$ cat src/rtl/debug_uart_tx_sched.sv
// Shares the debug UART between a CPU byte FIFO and a trace source, round-robin.
// Latency: a byte pushed into an empty FIFO while idle is latched next cycle; tx_en follows one cycle later.
// Backpressure: CPU writes to a full FIFO are dropped and flagged; trace holds trc_req until trc_ack.
module debug_uart_tx_sched #(
    parameter int DEPTH = 4
) (
    input  logic                     clk,
    input  logic                     rst_n,
    input  logic                     cpu_wr,
    input  logic [7:0]               cpu_wdata,
    output logic [$clog2(DEPTH):0]   cpu_level,
    output logic                     cpu_full,
    output logic                     cpu_busy,
    output logic                     overflow,
    input  logic                     overflow_clr,
    input  logic                     trc_req,
    input  logic [7:0]               trc_data,
    output logic                     trc_ack,
    output logic                     tx_en,
    output logic [7:0]               tx_data,
    input  logic                     tx_busy
);
    localparam int AW = $clog2(DEPTH);
    localparam int LW = AW + 1;

    typedef enum logic [1:0] {IDLE, LAUNCH, ARM, DRAIN} state_t;

    // Grant encoding for last_grant / grant_trc: 1 = trace, 0 = CPU
    logic [7:0]    mem [DEPTH];
    logic [AW-1:0] wr_ptr;
    logic [AW-1:0] rd_ptr;
    state_t        state;
    state_t        state_nxt;
    logic          last_grant;
    logic          grant_trc;
    logic          cpu_rdy;
    logic          launch;
    logic          pick_trc;
    logic          fifo_pop;
    logic          fifo_push;
    logic          drop;

    assign cpu_rdy   = (cpu_level != '0);
    assign cpu_full  = (cpu_level == LW'(DEPTH));
    assign cpu_busy  = cpu_rdy || (state != IDLE);
    assign fifo_pop  = launch && !pick_trc;
    // A full FIFO still takes a write when the same cycle frees a slot
    assign fifo_push = cpu_wr && (!cpu_full || fifo_pop);
    assign drop      = cpu_wr && !fifo_push;

    // Outputs decode registered state only, so no input reaches them combinationally
    assign tx_en     = (state == LAUNCH);
    assign trc_ack   = (state == LAUNCH) && grant_trc;

    // Next-state, arbitration and launch decision
    always_comb begin
        state_nxt = state;
        launch    = 1'b0;
        pick_trc  = 1'b0;
        case (state)
            IDLE: begin
                if (!tx_busy && (cpu_rdy || trc_req)) begin
                    launch    = 1'b1;
                    state_nxt = LAUNCH;
                    if (cpu_rdy && trc_req) begin
                        pick_trc = !last_grant;
                    end else begin
                        pick_trc = trc_req;
                    end
                end
            end
            LAUNCH:  state_nxt = ARM;
            // uart_tx raises busy only the cycle after en, so skip one cycle before watching it
            ARM:     state_nxt = DRAIN;
            DRAIN:   if (!tx_busy) state_nxt = IDLE;
            default: state_nxt = IDLE;
        endcase
    end

    // State, grant history and the latched byte
    always_ff @(posedge clk or negedge rst_n) begin
        if (!rst_n) begin
            state      <= IDLE;
            last_grant <= 1'b1;
            grant_trc  <= 1'b0;
            tx_data    <= 8'h00;
        end else begin
            state <= state_nxt;
            if (launch) begin
                last_grant <= pick_trc;
                grant_trc  <= pick_trc;
                tx_data    <= pick_trc ? trc_data : mem[rd_ptr];
            end
        end
    end

    // FIFO storage; contents need no reset because level gates every read
    always_ff @(posedge clk) begin
        if (fifo_push) mem[wr_ptr] <= cpu_wdata;
    end

    // FIFO pointers, occupancy and sticky overflow (a drop beats a clear)
    always_ff @(posedge clk or negedge rst_n) begin
        if (!rst_n) begin
            wr_ptr    <= '0;
            rd_ptr    <= '0;
            cpu_level <= '0;
            overflow  <= 1'b0;
        end else begin
            if (fifo_push) wr_ptr <= wr_ptr + AW'(1);
            if (fifo_pop)  rd_ptr <= rd_ptr + AW'(1);
            case ({fifo_push, fifo_pop})
                2'b10:   cpu_level <= cpu_level + LW'(1);
                2'b01:   cpu_level <= cpu_level - LW'(1);
                default: cpu_level <= cpu_level;
            endcase
            if (drop) begin
                overflow <= 1'b1;
            end else if (overflow_clr) begin
                overflow <= 1'b0;
            end
        end
    end
endmodule

$ cat config.mk
export PLATFORM = sky130hd
export DESIGN_NAME = debug_uart_tx_sched
export DESIGN_NICKNAME = d
export VERILOG_FILES = /design/src/rtl/debug_uart_tx_sched.sv
export SDC_FILE = /design/constraint.sdc
export NUM_CORES = 1
export LEC_CHECK = 0
export BUFFER_PORTS_ARGS = -buffer_cell sky130_fd_sc_hd__buf_2
export CAP_MARGIN = 20
export CELL_PAD_IN_SITES_DETAIL_PLACEMENT = 1
export CELL_PAD_IN_SITES_GLOBAL_PLACEMENT = 2
export CORE_MARGIN = 2
export CORE_UTILIZATION = 42
export DETAILED_ROUTE_END_ITERATION = 7
export PLACE_DENSITY = 0.94
export SLEW_MARGIN = 20
export SYNTH_ARGS = -nofsm -noshare
export SYNTH_HDL_FRONTEND = slang
export SYNTH_SLANG_ARGS = --single-unit
$ cat constraint.sdc
create_clock -name clk -period 6.45 [get_ports clk]
set_input_delay 0.645 -clock clk [delete_from_list [all_inputs] [get_ports clk]]
set_output_delay 0.645 -clock clk [all_outputs]
set_load 0.02 [all_outputs]
==> results.tsv <==
metric	value	unit
ys_top_cells_by_area	edfxtp_1 (41%), dfrtp_1 (20%), mux4_2 (7.6%)	
synth_area	2370	um^2
overflow	0	
numClockSinks	52	
static-leakage-power	1.08	nW
status	finished clean	
ys_seq_area_frac	0.618	
period_needed	2.91	ns
reg2regPathDepth	12	
clkSlewWorstSetupHoldPaths	0.10	ns
core_region_area	5470	um^2
gp_congestion	0.720	
ir_drop	0.193	mV
post-route-drc-count	0	
start_util	0.432	
ys_seq_elements	52	
syn_avg_cell_area	14.3	um^2
path_cells	inv_1 -> ha_1 -> and2b_1 -> nor2b_1 -> buf_4 -> nand2_2 -> or2_1 -> fa_1 -> nor2b_1 -> a21bo_1 -> o211ai_1 -> o211ai_1	
final-setup-viol-count	0	
synth_area_leader_cell	edfxtp_1	
rr_startpoint	state[1]$_DFFE_PN0P_	
dieWidth	79.1	um
ant_nets	0	
clk_latency	0.31	ns
hold-worst-slack	0.286	ns
max_freq	344	MHz
worst_clock_skew	0.00906	ns
vias_per_cell	5.13	
clk_path_buf_depth	2	
io_pins	38	
grt_pass1_vias	1522	
cts_setup_buffers	0	
hold_path.class	in -> async	
hold_viol_final	0	
slew_headroom	0.620	
grt_max_degree	21	
postCtsHoldBufs	0	
num_vias	1421	
drv_cap	0	
fin_area	2710	um^2
path_max_fanout	20	
antenna_cells	0	
power_density	451	nW/um^2
die_area	6250	um^2
area_delta_synth_final	14.3	%
synth_top_area_share	0.406	
antenna_found_initial	0	
ys_warn_count	0	
cts_tree	built	
cts.repair.resized	0	
crit_type	reg -> reg	
synth-edff-count	32	
wl_per_cell	16.5	um
path_delay_family	simple AND/OR/NAND/NOR gates	
grt_pass1_wl	7840	um
placed_cell_area	2610	um^2
reg2reg_slack	3.54	ns
critical_path_buf_inv_count	2	
rows	27	
finalWirelength	4560	um
synthFlopType	edfxtp_1	
worst_setup_path_end_kind	flop	
startpoint	state[1]$_DFFE_PN0P_	
dr.pass1.iters	4	
io_buffers	37	
drv_slew	0	
final_util	0.494	
cts_made_buffers	5	
nets	236	
syn_inst	165	
synthArstFlopShare	0.385	
post-route-period-util	0.451	
rsz0062_at_grt	no	
setup_tns	0	ns
drive_gt1_frac	0.307	
die_h	79.1	um
synth_common_cells	edfxtp_1 (32), dfrtp_1 (19), nand2_1 (19)	
critPathMaxStageDelay	0.44	ns
slowest_stage	dfrtp_1	
yosysMostFrequentCell	edfxtp_1	
worst-path-stages	12	
syn-num-nets	197	
drtIter0Drc	66	
endpoint	cpu_level[2]$_DFFE_PN0P_	
r2r_end	cpu_level[2]$_DFFE_PN0P_	
dp_hpwl	3430	um
htreeDepth	2	
tightest_slew	0.570	ns
root_buffer	clkbuf_8	
required	6.64	ns
grt_usage	0.165	
critPathArrivalTime	3.09	ns
synth.distinct_cells	42	
critPathLaunchType	flop	
-- state kept, by name, summed over array words and instances (netlist names) --
signal      flops
mem            32
tx_data         8
cpu_level       3
rd_ptr          2
state           2
wr_ptr          2
grant_trc       1
last_grant      1
overflow        1
-- metrics by stage --
stage	worst slack [ns]	power, mW	std cells
2_1_floorplan	3.89	0.901	165
3_3_place_gp	3.62	1.01	269
3_5_place_dp	3.53	1.04	269
4_1_cts	3.53	1.24	277
5_1_grt	3.29	1.32	277
6_report	3.54	1.22	277
-- worst register-to-register path: cells and delay by family, from the launching register on --
family,cells,cell delay (ns)
buffers and inverters,2,0.39
AO/OA/AOI/OAI,3,0.47
AND/OR/NAND/NOR,5,0.88
adder cells (fa/ha/maj),2,0.61
flip-flops,1,0.44
-- cell usage in the layout, fill, tap and decap left out, drive strengths merged, types with 2 or more instances in the layout --
cell    count
clkbuf      5
nor2       11
inv        10
mux4        8
o21ai       3
o211ai      2
nand2      21
mux2        4
and2        7
buf        38
nand2b      2
ha          9
dfrtp      19
a21oi       2
a31oi       8
nor2b       2
xnor2       4
edfxtp     32
-- report_power, final --
| part | leakage [nW] | total (mW) | internal [mW] | switching, mW |
|---|---|---|---|---|
| Combinational | 0.500 | 0.471 | 0.210 | 0.261 |
| Clock | 0.0511 | 0.197 | 0.0820 | 0.115 |
| Sequential | 0.526 | 0.553 | 0.464 | 0.0889 |
| Total | 1.08 | 1.22 | 0.756 | 0.465 |
-- cell type report --
type | count | area (um^2)
Tap cell | 72 | 90.1
Clock buffer | 5 | 68.8
Fill cell | 592 | 2770
Multi-Input combinational cell | 100 | 836
Timing Repair Buffer | 38 | 193
Inverter | 7 | 26.3
Sequential cell | 52 | 1460
Clock inverter | 3 | 28.8
-- metal layers --
metal,up-vias,wire length (um),track usage
met1,706,2000,0.220
li1,674,-,-
met4,0,82,0.0569
met3,6,173,0.0352
met2,35,2300,0.270
met5,-,0,0
-- logic make-up after synthesis --
kind of cell | count (synthesis) | share of synthesized area
flip-flops | 52 | 0.618
adder cells (fa/ha/maj) | 10 | 0.0561
AO/OA/AOI/OAI | 23 | 0.0719
multiplexers | 12 | 0.0984
buffers and inverters | 13 | 0.0286
AND/OR/NAND/NOR | 50 | 0.108
XOR/XNOR | 5 | 0.0185
-- worst min-delay path by stage --
stage / startpoint / endpoint / slack (ns) / depth (start not counted)
2_1_floorplan: rst_n / cpu_level[0]$_DFFE_PN0P_ / 0.35 / 0
3_3_place_gp: overflow$_DFFE_PN0P_ / overflow$_DFFE_PN0P_ / 0.47 / 1
3_5_place_dp: overflow$_DFFE_PN0P_ / overflow$_DFFE_PN0P_ / 0.48 / 1
4_1_cts: rst_n / cpu_level[2]$_DFFE_PN0P_ / 0.29 / 1
5_1_grt: rst_n / tx_data[2]$_DFFE_PN0N_ / 0.30 / 1
6_report: rst_n / tx_data[6]$_DFFE_PN0N_ / 0.29 / 1
Power figures use the tool's default switching activity.
